## config.mk

```make
export PLATFORM = sky130hd
export DESIGN_NAME = keygen_seq_ctrl
export DESIGN_NICKNAME = d
export VERILOG_FILES = /design/src/rtl/keygen_seq_ctrl.sv
export SDC_FILE = /design/constraint.sdc
export NUM_CORES = 1
export LEC_CHECK = 0
export ABC_AREA = 1
export CORE_UTILIZATION = 45
export CTS_BUF_LIST = sky130_fd_sc_hd__clkbuf_8
export CTS_CLUSTER_SIZE = 20
export DETAILED_ROUTE_END_ITERATION = 8
export PLACE_DENSITY_LB_ADDON = 0.05
export SYNTH_ARGS = -nofsm -noshare
export SYNTH_HDL_FRONTEND = slang
export SYNTH_SLANG_ARGS = --single-unit
```

## constraint.sdc

```tcl
create_clock -name clk -period 6.02 [get_ports clk]
set_input_delay 1.204 -clock clk [delete_from_list [all_inputs] [get_ports clk]]
set_output_delay 1.204 -clock clk [all_outputs]
set_load 0.03 [all_outputs]
```

## src/rtl/keygen_seq_ctrl.sv

```systemverilog
// Sequences one RSA key-generation run: RNG, private-key restart, d wait, then e*d mod tot == 1 check.
// Latency: RNG wait + RST_CYC + d wait + W+1 check cycles; up to MAX_RETRY extra attempts.
// Backpressure: none; start is honoured only in IDLE/DONE/FAIL, stray rng_flag/pkg_complete are ignored.
module keygen_seq_ctrl #(
    parameter int W         = 24,
    parameter int TIMEOUT   = 4096,
    parameter int MAX_RETRY = 3,
    parameter int RST_CYC   = 2
) (
    input  logic         clk,
    input  logic         rst,
    input  logic         start,
    output logic         rng_en,
    input  logic         rng_flag,
    input  logic [W-1:0] rng_e,
    input  logic [W-1:0] rng_n,
    input  logic [W-1:0] rng_tot,
    output logic         pkg_rst,
    input  logic         pkg_complete,
    input  logic [W-1:0] pkg_d,
    output logic         busy,
    output logic         key_valid,
    output logic         error,
    output logic [W-1:0] n_out,
    output logic [W-1:0] e_out,
    output logic [W-1:0] d_out,
    output logic [1:0]   retry_cnt
);

    localparam int TW = $clog2(TIMEOUT + 1);
    localparam int IW = $clog2(W);
    localparam logic [1:0] MAXR = 2'(MAX_RETRY);

    localparam logic [2:0] S_IDLE  = 3'd0;
    localparam logic [2:0] S_GEN   = 3'd1;
    localparam logic [2:0] S_KRST  = 3'd2;
    localparam logic [2:0] S_KWAIT = 3'd3;
    localparam logic [2:0] S_CHK   = 3'd4;
    localparam logic [2:0] S_DONE  = 3'd5;
    localparam logic [2:0] S_FAIL  = 3'd6;

    logic [2:0]    state;
    logic [W-1:0]  e_r, n_r, tot_r, d_r, acc;
    logic [IW-1:0] idx;
    // Counts GEN/KWAIT cycles, KRST pulse length, and in CHK marks pre-check (0) vs multiply (1).
    logic [TW-1:0] timer;

    logic [W:0]    dbl, sum;
    logic [W-1:0]  acc_dbl, acc_nxt;
    logic          timer_exp, pre_bad, fail_now, pass_now;

    assign rng_en  = (state == S_GEN);
    assign pkg_rst = (state == S_KRST);
    assign busy    = (state == S_GEN) || (state == S_KRST) || (state == S_KWAIT) || (state == S_CHK);

    assign timer_exp = (timer == TW'(TIMEOUT - 1));
    assign pre_bad   = (tot_r <= W'(1)) || (e_r == '0) || (e_r >= tot_r);

    // One MSB-first multiply step: double then conditionally add e, each reduced by one subtract.
    always_comb begin
        dbl     = {acc, 1'b0};
        acc_dbl = (dbl >= {1'b0, tot_r}) ? W'(dbl - {1'b0, tot_r}) : dbl[W-1:0];
        sum     = {1'b0, acc_dbl} + (d_r[idx] ? {1'b0, e_r} : '0);
        acc_nxt = (sum >= {1'b0, tot_r}) ? W'(sum - {1'b0, tot_r}) : sum[W-1:0];
    end

    // Attempt outcome for this cycle: timeout, degenerate operands, or final product check.
    always_comb begin
        fail_now = 1'b0;
        pass_now = 1'b0;
        case (state)
            S_GEN:   fail_now = !rng_flag && timer_exp;
            S_KWAIT: fail_now = !pkg_complete && timer_exp;
            S_CHK: begin
                if (timer == '0) begin
                    fail_now = pre_bad;
                end else if (idx == '0) begin
                    pass_now = (acc_nxt == W'(1));
                    fail_now = (acc_nxt != W'(1));
                end
            end
            default: ;
        endcase
    end

    // Sequencer state, operand capture, modular-multiply datapath and published key.
    always_ff @(posedge clk or negedge rst) begin
        if (!rst) begin
            state     <= S_IDLE;
            e_r       <= '0;
            n_r       <= '0;
            tot_r     <= '0;
            d_r       <= '0;
            acc       <= '0;
            idx       <= '0;
            timer     <= '0;
            key_valid <= 1'b0;
            error     <= 1'b0;
            n_out     <= '0;
            e_out     <= '0;
            d_out     <= '0;
            retry_cnt <= '0;
        end else if (fail_now) begin
            timer <= '0;
            if (retry_cnt < MAXR) begin
                retry_cnt <= retry_cnt + 2'd1;
                state     <= S_GEN;
            end else begin
                state <= S_FAIL;
                error <= 1'b1;
            end
        end else if (pass_now) begin
            state     <= S_DONE;
            key_valid <= 1'b1;
            n_out     <= n_r;
            e_out     <= e_r;
            d_out     <= d_r;
        end else begin
            case (state)
                S_IDLE, S_DONE, S_FAIL: begin
                    if (start) begin
                        state     <= S_GEN;
                        timer     <= '0;
                        retry_cnt <= '0;
                        key_valid <= 1'b0;
                        error     <= 1'b0;
                    end
                end
                S_GEN: begin
                    if (rng_flag) begin
                        e_r   <= rng_e;
                        n_r   <= rng_n;
                        tot_r <= rng_tot;
                        timer <= '0;
                        state <= S_KRST;
                    end else begin
                        timer <= timer + TW'(1);
                    end
                end
                S_KRST: begin
                    if (timer == TW'(RST_CYC - 1)) begin
                        timer <= '0;
                        state <= S_KWAIT;
                    end else begin
                        timer <= timer + TW'(1);
                    end
                end
                S_KWAIT: begin
                    if (pkg_complete) begin
                        d_r   <= pkg_d;
                        timer <= '0;
                        state <= S_CHK;
                    end else begin
                        timer <= timer + TW'(1);
                    end
                end
                S_CHK: begin
                    if (timer == '0) begin
                        acc   <= '0;
                        idx   <= IW'(W - 1);
                        timer <= TW'(1);
                    end else begin
                        acc <= acc_nxt;
                        idx <= idx - IW'(1);
                    end
                end
                default: state <= S_IDLE;
            endcase
        end
    end

endmodule
```

* After elaboration in Yosys (flattened, before gate mapping)
Index checks and enable logic that the tools add are counted.
** Word-level totals
- Register bits :: 217
- Input port bits :: 101
- Output and inout port bits :: 79
- Word-level logic and storage cells :: 116
** Cells by class
- Add/subtract/negate cells :: 6
- Magnitude comparators :: 6
- Equality and inequality tests :: 20
- Mux-type cells :: 40
- Bitwise gates (word level) :: 2
- Reduce and logical (&&, ||, !) cells :: 28
** Operators with widths (count)
- $mux W24 :: 4
- $mux W13 :: 7
- $pmux W13 S5 :: 1
- $ge A25 B24 Y1 :: 2
- $sub A24 B24 Y24 :: 2
- $add A24 B24 Y25 :: 1
- $eq A24 B1 Y1 const B :: 1
- $ge A24 B24 Y1 :: 1
- $le A24 B1 Y1 const B :: 1
- $logic_not A24 Y1 :: 1
- $ne A24 B1 Y1 const B :: 1
- $mux W3 :: 7
- $reduce_and A4 Y1 :: 5
- $pmux W3 S5 :: 1
- $add A13 B1 Y13 const B :: 1
- $eq A13 B1 Y1 const B :: 1
- $eq A13 B12 Y1 const B :: 1
- $logic_not A13 Y1 :: 1
- $mux W1 :: 12
- $mux W2 :: 5
- $eq A3 B3 Y1 const B :: 3
- $ne A4 B1 Y1 const B :: 2
- $ne A4 B4 Y1 const B :: 2
- $reduce_bool A2 Y1 :: 4
- 24 further kinds :: 35

* Depth between registers and ports, before layout
- Depth in word-level cells :: 12
- Mapped depth :: 55
- Depth with buffers taken out :: 54

* Worst setup path before layout
No wires, ideal clock.
- Path kind :: register to register
- From :: register tot_r[0]
- To :: register key_valid
- Setup time :: 0.127 ns
- Data arrival time :: 6.229 ns
- Required time :: 5.893 ns
- Slack :: -0.336 ns
- Cell stages (with the launch flop) :: 42
- Buffers on the path :: 3
- Clock period less this slack :: 6.356 ns
- Cell sequence :: dfrtp_1 > inv_1 > fa_1 > nand2_1 > nand2_1 > a21oi_1 > o21ai_1 > a21boi_0 > o21ai_1 > a21boi_0 > o21ai_1 > a21boi_0 > xnor2_1 > mux2_2 > ha_1 > nand2_1 > nor2_1 > inv_1 > (+6 left out) > nor2_1 > a21oi_1 > nand3_2 > nand2_4 > nand3_4 > buf_4 > nand2_1 > nand2_1 > nor2_1 > nand2_1 > nor2_2 > inv_2 > nor2_2 > nand4_2 > buf_2 > buf_2 > o211ai_1 > nand2_1
** Between the ends
- Word-level cells in the longest chain between the ends :: 11
- Elaborated cells between the ends (all ways) :: 24
- Classes of those cells :: add/sub: 3; order compare: 4; eq/ne: 2; mux: 9; bitwise: 1; reduce/logical: 5
** Ends and longest elaborated chain
- start, declared :: line 43 : logic [W-1:0] e_r, n_r, tot_r, d_r, acc;
- start signal, assigned :: line 133 : tot_r <= rng_tot;
- $sub A24 B24 Y24 / $ge A25 B24 Y1 (equally long branches) :: line 62 : acc_dbl = (dbl >= {1'b0, tot_r}) ? W'(dbl - {1'b0, tot_r}) : dbl[W-1:0];
- $mux W24 :: line 62
- $add A24 B24 Y25 :: line 63 : sum = {1'b0, acc_dbl} + (d_r[idx] ? {1'b0, e_r} : '0);
- $sub A24 B24 Y24 / $ge A25 B24 Y1 (equally long branches) :: line 64 : acc_nxt = (sum >= {1'b0, tot_r}) ? W'(sum - {1'b0, tot_r}) : sum[W-1:0];
- $mux W24 :: line 64
- $ne A24 B1 Y1 / $eq A24 B1 Y1 (equally long branches) :: line 79, 78
- $mux W1 :: line 77 : end else if (idx == '0) begin
- $mux W1 :: line 75 : if (timer == '0) begin
- $pmux W1 S3 / $mux W1 (equally long branches) :: line 71 : case (state)
- $not A1 Y1 (no line) / $reduce_bool A2 Y1 (equally long branches)
- $reduce_and A3 Y1 (no line)
- end signal, assigned :: line 97 : key_valid <= 1'b0;
- end signal, assigned :: line 114 : key_valid <= 1'b1;
- end signal, assigned :: line 125 : key_valid <= 1'b0;
- end, declared :: line 22 : output logic key_valid,
Parallel ways exist; a longest one is shown, timed or not.
A chain may end at the register's enable or synchronous reset.

* Final worst setup path
- From :: register acc[0]
- To :: register acc[8]
** Between the ends
- Word-level cells in the longest chain between the ends :: 11
- Elaborated cells between the ends (all ways) :: 19
- Classes of those cells :: add/sub: 3; order compare: 2; eq/ne: 2; mux: 9; bitwise: 2; reduce/logical: 1
** Ends and longest elaborated chain
- start, declared :: line 43
- start signal, assigned :: line 163 : acc <= acc_nxt;
- $sub A24 B24 Y24 / $ge A25 B24 Y1 (equally long branches) :: line 62
- $mux W24 * :: line 62
- $add A24 B24 Y25 * :: line 63
- $sub A24 B24 Y24 / $ge A25 B24 Y1 (equally long branches) :: line 64
- $mux W24 * :: line 64
- $ne A24 B1 Y1 / $eq A24 B1 Y1 (equally long branches) :: line 79, 78
- $mux W1 :: line 77
- $mux W1 :: line 75
- $pmux W1 S3 / $mux W1 (equally long branches) :: line 71
- $not A1 Y1 (no line)
- $reduce_and A3 Y1 (no line)
Every way passes the cells marked *; elsewhere a longest branch is shown, timed or not.

==> flow_metrics.py <==
metrics = {
    "status": {
        "outcome": "finished, violations left",
        "violations": "negative setup slack",
    },
    "final_layout": {
        "diodes": 0,
        "layout.nets": 2842,
        "finalNonFillerCells": 3100,
        "fin_util": 0.703,
        "layout-drive-gt1-share": 0.295,
        "area_delta_synth_final_pct": 52.1,
    },
    "setup_path": {
        "slowest_stage": "dfrtp_2",
        "required_ns": 6.51,
        "startpoint_type": "register",
        "cp-end-kind": "register",
        "cpMostUsedCell": "nand2_2",
        "critPathArrivalTime_ns": 6.99,
        "r2r_slack_ns": -0.47,
        "slowest_delay_ns": 0.44,
        "crit_fanout": 6,
        "crit_type": "register to register",
    },
    "clock_tree": {
        "htreeDepth": 2,
        "clkSlewWorstSetupHoldPaths_ns": 0.06,
        "cts_buffers": 39,
        "clock_sinks": 217,
        "clkLatencyLatePin_ns": 0.58,
        "cts_buffer_depth": 3,
        "root_buffer": "clkbuf_8",
        "cts_tree": "built",
    },
    "timing": {
        "worstMarginPinSlew_ns": 1.04,
        "period_minus_slack_ns": 6.49,
        "fmax_mhz": 154,
        "fin_worst_skew_ns": 0.0332,
        "setup_viol": 121,
        "layout_setup_ws_ns": -0.472,
        "slew_headroom": 0.301,
        "finalMaxSlewViolations": 0,
        "grt_setup_unrepaired": "true",
        "finalHoldViolations": 0,
        "period_share": 1.08,
    },
    "logic_synthesis": {
        "synth_edf_count": 0,
        "yosysWarnings": 0,
        "synth.area.top_cells": "dfrtp_1 (37%), nand2_1 (15%), ha_1 (8.6%)",
        "async_flop_share": 1.00,
        "ys_types": 54,
        "seq_area_frac_synth": 0.370,
        "synthFlopType": "dfrtp_1",
        "post-synth-top-area-fraction": 0.370,
        "synth_nets": 2277,
        "synth_most_common_cell": "nand2_1",
        "synth_common_cells": "nand2_1 (569), inv_1 (275), nor2_1 (227)",
        "synth_area_sq_um": 14700,
        "synth-seq-cells": 217,
        "synth_top_area_cell": "dfrtp_1",
        "syn_inst": 2072,
        "postSynthAreaPerCell_sq_um": 7.09,
    },
    "floorplan": {
        "start_util": 0.462,
        "die_h_um": 183,
        "num_io_pins": 180,
        "row_count": 65,
        "die-area_sq_um": 33400,
        "coreArea_sq_um": 31800,
        "die_w_um": 183,
    },
    "routing": {
        "ant_nets": 0,
        "drc": 0,
        "via_per_inst": 5.13,
        "drt-total-wl_um": 52500,
        "wl_per_cell_um": 16.9,
        "first_pass_iters": 5,
        "first_iter_violations": 912,
        "vias": 15900,
    },
    "global_routing": {
        "grt_pass1_wl_um": 81000,
        "grt_pass1_vias": 15400,
        "antenna_found_initial": 0,
        "grt_start_max_net_pins": 119,
        "grt_overflow": 0,
        "grt_use_total": 0.310,
    },
    "placed_design": {
        "hpwl_um": 39800,
        "dpl.cell_count": 2957,
        "globalplace.congestion": 0.979,
        "dp_slack_ns": -1.09,
        "io_buffers": 179,
    },
    "hold_path": {
        "hp-class": "register to register",
    },
    "job": {
        "max_cap_violations": 0,
    },
}
## cell families after synthesis
logic type	after synthesis	share of synthesized area
AO/OA/AOI/OAI	353	0.127
AND/OR/NAND/NOR	997	0.285
adder cells (fa/ha/maj)	104	0.0901
XOR/XNOR	46	0.0274
multiplexers	11	0.00843
buffers and inverters	344	0.0921
flip-flops	217	0.370
## metrics by stage
stage                     hold WS (ns)  TNS (ns)  area [sq um]
after global routing             0.504    -85.13         22400
after detailed placement         0.461   -122.96         19300
after CTS                        0.474    -37.71         21300
final                            0.485    -49.53         22400
after global placement           0.456   -120.78         19300
after floorplan                  0.436         0         14700
## placed cells by master, fill, tap and decap left out, types with 4 or more instances in the layout
cell	netlist	layout
nand2_1	569	447
buf_4	3	364
inv_1	275	271
dfrtp_1	217	216
nor2_1	227	191
clkdlybuf4s50_1	0	178
a21oi_1	191	162
nand2_2	5	112
nand3_1	94	88
o21ai_1	72	75
ha_1	101	68
clkbuf_8	0	51
nand4_1	47	47
o21ai_0	52	40
a21oi_2	2	29
ha_4	0	29
nor2_2	4	26
xnor2_1	21	20
inv_2	13	18
xor2_1	25	17
nor3_1	21	16
nand2_4	1	15
nor2_4	1	15
buf_6	4	15
nand3_4	3	14
buf_12	0	11
o21ai_2	1	10
mux2_2	11	9
o211ai_1	8	8
nor4_1	9	8
xor2_2	0	7
a21boi_2	0	5
nor3_2	0	4
ha_2	0	4
clkinv_2	0	4
bufinv_16	0	4
## worst max-delay path: cells and delay by family (launching register included)
| kind | cells | cell delay [ns] |
|---|---|---|
| compound gates | 7 | 1.04 |
| xor+xnor | 1 | 0.06 |
| fa+ha+maj | 3 | 0.96 |
| buf+inv | 6 | 0.74 |
| flops | 1 | 0.44 |
| mux | 1 | 0.27 |
| simple gates | 30 | 2.88 |
## path summary, 6_finish.rpt
check                             start   endpoint  cells past startpoint
worst max-delay path             acc[0]     acc[8]                     48
worst min-delay path            n_r[23]  n_out[23]                      2
worst max register to register   acc[0]     acc[8]                     48
worst min register to register  n_r[23]  n_out[23]                      2
max in group asynchronous           rst     d_r[7]                      2
min in group asynchronous           rst  tot_r[17]                      1
## flip-flops by register name, indices dropped and copies added, names as in the netlist
| register | cells |
|---|---|
| e_out | 24 |
| error | 1 |
| d_out | 24 |
| e_r | 24 |
| tot_r | 24 |
| n_out | 24 |
| key_valid | 1 |
| retry_cnt | 2 |
| state | 3 |
| d_r | 24 |
| n_r | 24 |
| idx | 5 |
| timer | 13 |
| acc | 24 |
## layer usage
layer,track usage,part of all wire,vias to the layer above
li1,-,-,7836
met1,0.444,0.46,7430
met2,0.492,0.45,529
met3,0.0375,0.059,113
met4,0.0894,0.032,0
met5,0,0,-
## timing repair
| item | CTS | global route |
|---|---|---|
| hold buffers | 0 | 0 |
| buffers inserted | 46 | 23 |
| cloned | 5 | 4 |
| pin swaps | 68 | 120 |
| gates resized for setup | 156 | 206 |
| endpoints found under the setup margin | 121 | 121 |
## cell type report
class	count	area, sq um
Tap cell	435	544
Timing Repair Buffer	574	5030
Timing Repair inverter	1	7.51
Clock buffer	51	702
Sequential cell	217	5430
Inverter	289	1100
Clock inverter	18	203
Multi-Input combinational cell	1515	9330
Fill cell	2652	9450
Power is left out: the tool's default activity adds up to more than one toggle a clock period on the data nets, which glitch-free logic cannot reach.
